File: config.mk
export PLATFORM = sky130hd
export DESIGN_NAME = lc3b_mem_ctrl
export DESIGN_NICKNAME = d
export VERILOG_FILES = /design/src/rtl/lc3b_types.sv /design/src/rtl/lc3b_mem_wbuf.sv /design/src/rtl/lc3b_mem_ctrl.sv
export SDC_FILE = /design/constraint.sdc
export NUM_CORES = 1
export LEC_CHECK = 0
export ABC_CLOCK_PERIOD_IN_PS = 2450
export CORE_MARGIN = 1
export CORE_UTILIZATION = 35
export DETAILED_ROUTE_END_ITERATION = 10
export HOLD_SLACK_MARGIN = 0.1
export PLACE_DENSITY = 0.65
export SYNTH_ARGS = -nofsm -noshare
export SYNTH_HDL_FRONTEND = slang
export SYNTH_HIERARCHICAL = 1
export SYNTH_SLANG_ARGS = --single-unit
File: constraint.sdc
create_clock -name clk -period 2.45 [get_ports clk]
set_input_delay 0.3675 -clock clk [delete_from_list [all_inputs] [get_ports clk]]
set_output_delay 0.3675 -clock clk [all_outputs]
set_load 0.05 [all_outputs]
File: src/rtl/lc3b_types.sv
// Shared LC-3b types plus the memory-controller state encoding and default timeout.
package lc3b_types;

  typedef logic [15:0] lc3b_word;
  typedef logic [1:0]  lc3b_mem_wmask;
  typedef logic [14:0] lc3b_pmem_addr;

  typedef enum logic [1:0] {
    IDLE,
    REQ,
    WAIT_R,
    RESP
  } lc3b_memctrl_state;

  localparam int unsigned LC3B_MEMCTRL_TIMEOUT = 255;

endpackage

File: src/rtl/lc3b_mem_wbuf.sv
// One-entry posted-write buffer: loads a write, holds it until the drain is accepted or abandoned.
module lc3b_mem_wbuf
  import lc3b_types::*;
(
  input  logic        clk,
  input  logic        rst_n,
  input  logic        load,
  input  logic [14:0] load_addr,
  input  logic [15:0] load_data,
  input  logic [1:0]  load_be,
  input  logic        drain_done,
  output logic        valid,
  output logic [14:0] addr,
  output logic [15:0] data,
  output logic [1:0]  be
);

  always_ff @(posedge clk or negedge rst_n) begin
    if (!rst_n) begin
      valid <= 1'b0;
      addr  <= '0;
      data  <= '0;
      be    <= '0;
    end else if (load) begin
      valid <= 1'b1;
      addr  <= load_addr;
      data  <= load_data;
      be    <= load_be;
    end else if (drain_done) begin
      valid <= 1'b0;
    end
  end

endmodule

File: src/rtl/lc3b_mem_ctrl.sv
// LC-3b CPU memory port to req/ready + rvalid backend bridge with timeout watchdog.
// Define LC3B_MEMCTRL_POSTED_WRITE_EN to enable the one-entry posted-write buffer.
module lc3b_mem_ctrl
  import lc3b_types::*;
#(
  parameter int unsigned TIMEOUT_CYCLES = LC3B_MEMCTRL_TIMEOUT,
  parameter logic [15:0] ERR_RDATA      = 16'h0000
) (
  input  logic        clk,
  input  logic        rst_n,
  input  logic        mem_read,
  input  logic        mem_write,
  input  logic [1:0]  mem_byte_enable,
  input  logic [15:0] mem_address,
  input  logic [15:0] mem_wdata,
  output logic        mem_resp,
  output logic [15:0] mem_rdata,
  output logic        pmem_req,
  output logic        pmem_we,
  output logic [14:0] pmem_addr,
  output logic [15:0] pmem_wdata,
  output logic [1:0]  pmem_be,
  input  logic        pmem_ready,
  input  logic        pmem_rvalid,
  input  logic [15:0] pmem_rdata,
  output logic        err
);

  localparam logic [15:0] TMAX = 16'(TIMEOUT_CYCLES - 1);

  lc3b_memctrl_state state_reg, state_next;
  logic [15:0] cnt_reg, cnt_next;
  logic        resp_reg, resp_next;
  logic [15:0] rdata_reg, rdata_next;
  logic        req_reg, req_next;
  logic        we_reg, we_next;
  logic [14:0] addr_reg, addr_next;
  logic [15:0] wdata_reg, wdata_next;
  logic [1:0]  be_reg, be_next;
  logic        err_reg, err_next;
  logic        timed_out;
  logic        wb_busy;

`ifdef LC3B_MEMCTRL_POSTED_WRITE_EN
  logic        wb_load, wb_done, wb_valid;
  logic [14:0] wb_addr;
  logic [15:0] wb_data;
  logic [1:0]  wb_be;

  lc3b_mem_wbuf u_wbuf (
    .clk        (clk),
    .rst_n      (rst_n),
    .load       (wb_load),
    .load_addr  (mem_address[15:1]),
    .load_data  (mem_wdata),
    .load_be    (mem_byte_enable),
    .drain_done (wb_done),
    .valid      (wb_valid),
    .addr       (wb_addr),
    .data       (wb_data),
    .be         (wb_be)
  );

  // The FSM never requests while the buffer is full, so the buffer owns the bus then.
  assign wb_busy    = wb_valid;
  assign pmem_req   = req_reg | wb_valid;
  assign pmem_we    = wb_valid ? 1'b1 : we_reg;
  assign pmem_addr  = wb_valid ? wb_addr : addr_reg;
  assign pmem_wdata = wb_valid ? wb_data : wdata_reg;
  assign pmem_be    = wb_valid ? wb_be : be_reg;
`else
  assign wb_busy    = 1'b0;
  assign pmem_req   = req_reg;
  assign pmem_we    = we_reg;
  assign pmem_addr  = addr_reg;
  assign pmem_wdata = wdata_reg;
  assign pmem_be    = be_reg;
`endif

  assign mem_resp  = resp_reg;
  assign mem_rdata = rdata_reg;
  assign err       = err_reg;
  assign timed_out = (cnt_reg == TMAX);

  always_ff @(posedge clk or negedge rst_n) begin
    if (!rst_n) begin
      state_reg <= IDLE;
      cnt_reg   <= '0;
      resp_reg  <= 1'b0;
      rdata_reg <= '0;
      req_reg   <= 1'b0;
      we_reg    <= 1'b0;
      addr_reg  <= '0;
      wdata_reg <= '0;
      be_reg    <= 2'b00;
      err_reg   <= 1'b0;
    end else begin
      state_reg <= state_next;
      cnt_reg   <= cnt_next;
      resp_reg  <= resp_next;
      rdata_reg <= rdata_next;
      req_reg   <= req_next;
      we_reg    <= we_next;
      addr_reg  <= addr_next;
      wdata_reg <= wdata_next;
      be_reg    <= be_next;
      err_reg   <= err_next;
    end
  end

  always_comb begin
    state_next = state_reg;
    cnt_next   = cnt_reg;
    resp_next  = 1'b0;
    rdata_next = rdata_reg;
    req_next   = req_reg;
    we_next    = we_reg;
    addr_next  = addr_reg;
    wdata_next = wdata_reg;
    be_next    = be_reg;
    err_next   = err_reg;
`ifdef LC3B_MEMCTRL_POSTED_WRITE_EN
    wb_load    = 1'b0;
    wb_done    = 1'b0;
`endif
    unique case (state_reg)
      IDLE: begin
        if ((mem_read || mem_write) && !wb_busy) begin
          addr_next  = mem_address[15:1];
          wdata_next = mem_wdata;
          if (mem_write) begin
            we_next = 1'b1;
            be_next = mem_byte_enable;
            if (mem_byte_enable == 2'b00) begin
              state_next = RESP;
              resp_next  = 1'b1;
            end
`ifdef LC3B_MEMCTRL_POSTED_WRITE_EN
            else begin
              wb_load    = 1'b1;
              state_next = RESP;
              resp_next  = 1'b1;
            end
`else
            else begin
              state_next = REQ;
              req_next   = 1'b1;
              cnt_next   = '0;
            end
`endif
          end else begin
            we_next    = 1'b0;
            be_next    = 2'b11;
            state_next = REQ;
            req_next   = 1'b1;
            cnt_next   = '0;
          end
        end
      end
      REQ: begin
        // Accept wins over a timeout landing in the same cycle.
        if (pmem_ready) begin
          req_next   = 1'b0;
          cnt_next   = '0;
          state_next = we_reg ? RESP : WAIT_R;
          resp_next  = we_reg;
        end else if (timed_out) begin
          req_next   = 1'b0;
          err_next   = 1'b1;
          state_next = RESP;
          resp_next  = 1'b1;
          if (!we_reg) rdata_next = ERR_RDATA;
        end else begin
          cnt_next = cnt_reg + 16'd1;
        end
      end
      WAIT_R: begin
        if (pmem_rvalid) begin
          rdata_next = pmem_rdata;
          state_next = RESP;
          resp_next  = 1'b1;
        end else if (timed_out) begin
          err_next   = 1'b1;
          rdata_next = ERR_RDATA;
          state_next = RESP;
          resp_next  = 1'b1;
        end else begin
          cnt_next = cnt_reg + 16'd1;
        end
      end
      default: state_next = IDLE;
    endcase
`ifdef LC3B_MEMCTRL_POSTED_WRITE_EN
    // The drain shares the watchdog; it only runs while the FSM is in IDLE/RESP.
    if (wb_load) begin
      cnt_next = '0;
    end else if (wb_valid) begin
      if (pmem_ready) begin
        wb_done  = 1'b1;
        cnt_next = '0;
      end else if (timed_out) begin
        wb_done  = 1'b1;
        err_next = 1'b1;
        cnt_next = '0;
      end else begin
        cnt_next = cnt_reg + 16'd1;
      end
    end
`endif
  end

endmodule

==> results of run 1 <==
[final timing paths]
kind	end	from	cells after the start	slack, ns
worst max-delay path	mem_rdata[11]	cnt_reg[3]	5	0.10
worst min-delay path	pmem_addr[4]	pmem_addr[4]	2	0.48
worst max register to register	mem_rdata[11]	cnt_reg[3]	5	0.10
worst min register to register	pmem_addr[4]	pmem_addr[4]	2	0.48
max in group asynchronous	cnt_reg[15]	rst_n	3	1.56
min in group asynchronous	pmem_addr[10]	rst_n	3	0.56
[power groups by stage]
stage | registers (mW) | clock network (mW) | logic, mW
6_report | 1.88 | 1.12 | 3.67
3_3_place_gp | 1.88 | 0 | 3.64
2_1_floorplan | 3.28 | 0 | 1.00
4_1_cts | 1.88 | 1.14 | 3.69
3_5_place_dp | 1.88 | 0 | 3.68
5_1_grt | 1.94 | 1.21 | 3.91
[what timing repair did]
item,in CTS,in global routing
hold buffers,1,0
endpoints found under the setup margin,0,18
setup buffers,0,5
gates resized for setup,0,5
endpoints found under the hold margin,71,0
[worst register-to-register path: cells and delay by family (launching register included)]
| kind | cells | cell delay (ns) |
|---|---|---|
| AND/OR/NAND/NOR | 2 | 1.11 |
| AO/OA/AOI/OAI | 2 | 0.57 |
| flip-flops | 1 | 0.43 |
| buffers and inverters | 1 | 0.19 |
[cell usage after synthesis (3+ instances only)]
| library cell | n | area [um^2] |
|---|---|---|
| a21oi_1 | 17 | 85.1 |
| a22o_1 | 6 | 52.6 |
| a22o_2 | 10 | 100 |
| and3_1 | 3 | 18.8 |
| clkbuf_1 | 14 | 52.6 |
| dfrtp_1 | 71 | 1780 |
| ha_1 | 8 | 100 |
| inv_1 | 6 | 22.5 |
| nand2_1 | 100 | 375 |
| nand3_1 | 6 | 30.0 |
| nand4_1 | 7 | 43.8 |
| nor2_1 | 5 | 18.8 |
| nor3_1 | 4 | 20.0 |
| o21a_1 | 5 | 37.5 |
| o21ai_0 | 7 | 35.0 |
| o22a_1 | 4 | 35.0 |
| o31ai_1 | 10 | 75.1 |
| or4_1 | 10 | 75.1 |
[area by class of cell]
class	count	area, um^2
clock buffer	10	128
sequential	71	1780
tap	108	135
clock inverter	6	109
inverter	6	22.5
multi-input combinational	234	1390
fill	798	4040
timing repair buffer	129	1250
[stage by stage]
stage | util | area, um^2
floorplan | - | 3260
global placement | 0.510 | 4510
detailed placement | 0.510 | 4510
CTS | 0.538 | 4760
global route | 0.544 | 4810
finish | 0.544 | 4810
[cell families after synthesis]
kind of cell,synth area share
AO/OA/AOI/OAI,0.162
adder cells (fa/ha/maj),0.0307
flip-flops,0.546
buffers and inverters,0.0315
AND/OR/NAND/NOR,0.230
[layer usage]
layer,share of wire,vias to the layer above
li1,-,1412
met1,0.45,1377
met2,0.47,77
met3,0.064,13
met4,0.020,0
met5,0,-
==> metrics, run 1 <==
Synth async-reset ratio=1.00; Synth Register Bits=71; netlist area before placement=3260 um^2; syn nets=392; Final #Nets=515; Crit Path Class=flip-flop to flip-flop; Psw=3.10 mW; total CTS buffers=9; Mapped Cells=328; overall routing resource usage=0.176; mean post-synth cell area=9.93 um^2; remaining antenna violation count=0; die area=9700 um^2; overall power=6.66 mW; Top Usage Layer GRT=met2; Post-Place Cells=541; Place WS=0.0733 ns; GR Layer Usage met3=0.0532; dominant synthesized flop cell=dfrtp_1; Logic pwr share=0.550; WP buf/inv=1; M2 GR Usage=0.278; EDFF count, synth=0; initial core utilization=0.368; CP required=2.73 ns; WHS=0.475 ns; pwr/cell area=1380 nW/um^2; critical path endpoint category=flip-flop; ant diodes=0; wirelength, routed=8160 um; commonest non-fill, non-tap cell in the layout=clkdlybuf4s50_1; Setup Total Neg Slack=0 ns; GRT overflow=0; failing checks=DRC; layout cells sized above 1=0.125; most frequent cells in the layout=106 x clkdlybuf4s50_1, 100 x nand2_1, 71 x dfrtp_1; Lkg Pwr=2.17 nW; peak fanout along the critical path=8; Rows=34; switch share=0.465; Ports=109; Non-Filler Instances=564; Slew headroom=0.646; clock skew=0.00900 ns; Core Area=8850 um^2; Crit-path slowest cell=or4_4; RSZ-0062 raised after global routing=false; Internal Power=3.57 mW; DRT iter0 DRCs=118; crit-path cells=or4bb_1 -> or4_4 -> o41ai_4 -> buf_6 -> a22o_1; largest net degree at the start of global routing=72; sequential share of the synthesized area=0.546; post-synthesis cell type count=45; Yosys warnings=6; Post-route DRC=5; Final WS setup=0.105 ns; Port Buffers=107; CTS H-tree lvls=3; Longest Clk Path Bufs=2; worst skew pair latency=0.34 ns; Vert. Die Dim=98.5 um; Clock Root Buffer=clkbuf_8; via count=2879; power share of the sequential group=0.281; Worst setup SP type=flip-flop; Vias/cell=5.10; gpl congestion=0.799; chip width=98.5 um; TritonCTS clock tree=built; Max Clock Freq=426 MHz; synthesis-to-finish area growth=47.8%; vias in the first global route=2771; final hold violation count=0; final setup fails=0; power share of the clock group=0.168; M1 GR Usage=0.221; first-pass GRT wire length=13400 um; crit share post-route=0.957; Slew Limit Fails=0; sinks on the clock net=71; number of max-cap violations=0; TritonRoute pass-1 iters=7; maximum VDD drop=806 uV; status=finished with violations; CP delay by family, top=simple AND/OR/NAND/NOR gates; worst slew pin tran=0.529 ns; Tmin final=2.35 ns; clock-pin slew on the worst setup and hold paths=0.07 ns; CP peak stage delay=0.59 ns; Routed wire per std cell=14.5 um; hpwl dp=5540 um; CP Data Arrival Time=2.62 ns; Hold Path Class=flip-flop to flip-flop; initial antenna violation count=0
Power figures use the tool's default switching activity.
==> inputs of run 2 (changes only) <==
--- a/config.mk
+++ b/config.mk
@@ -8,6 +8,7 @@
 export ABC_CLOCK_PERIOD_IN_PS = 2450
 export CORE_MARGIN = 1
 export CORE_UTILIZATION = 35
+export CTS_CLUSTER_DIAMETER = 30
 export DETAILED_ROUTE_END_ITERATION = 10
 export HOLD_SLACK_MARGIN = 0.1
 export PLACE_DENSITY = 0.65
==> results of run 2 <==
Same layout as run 1: the final DEF is identical, and so are final timing and power.
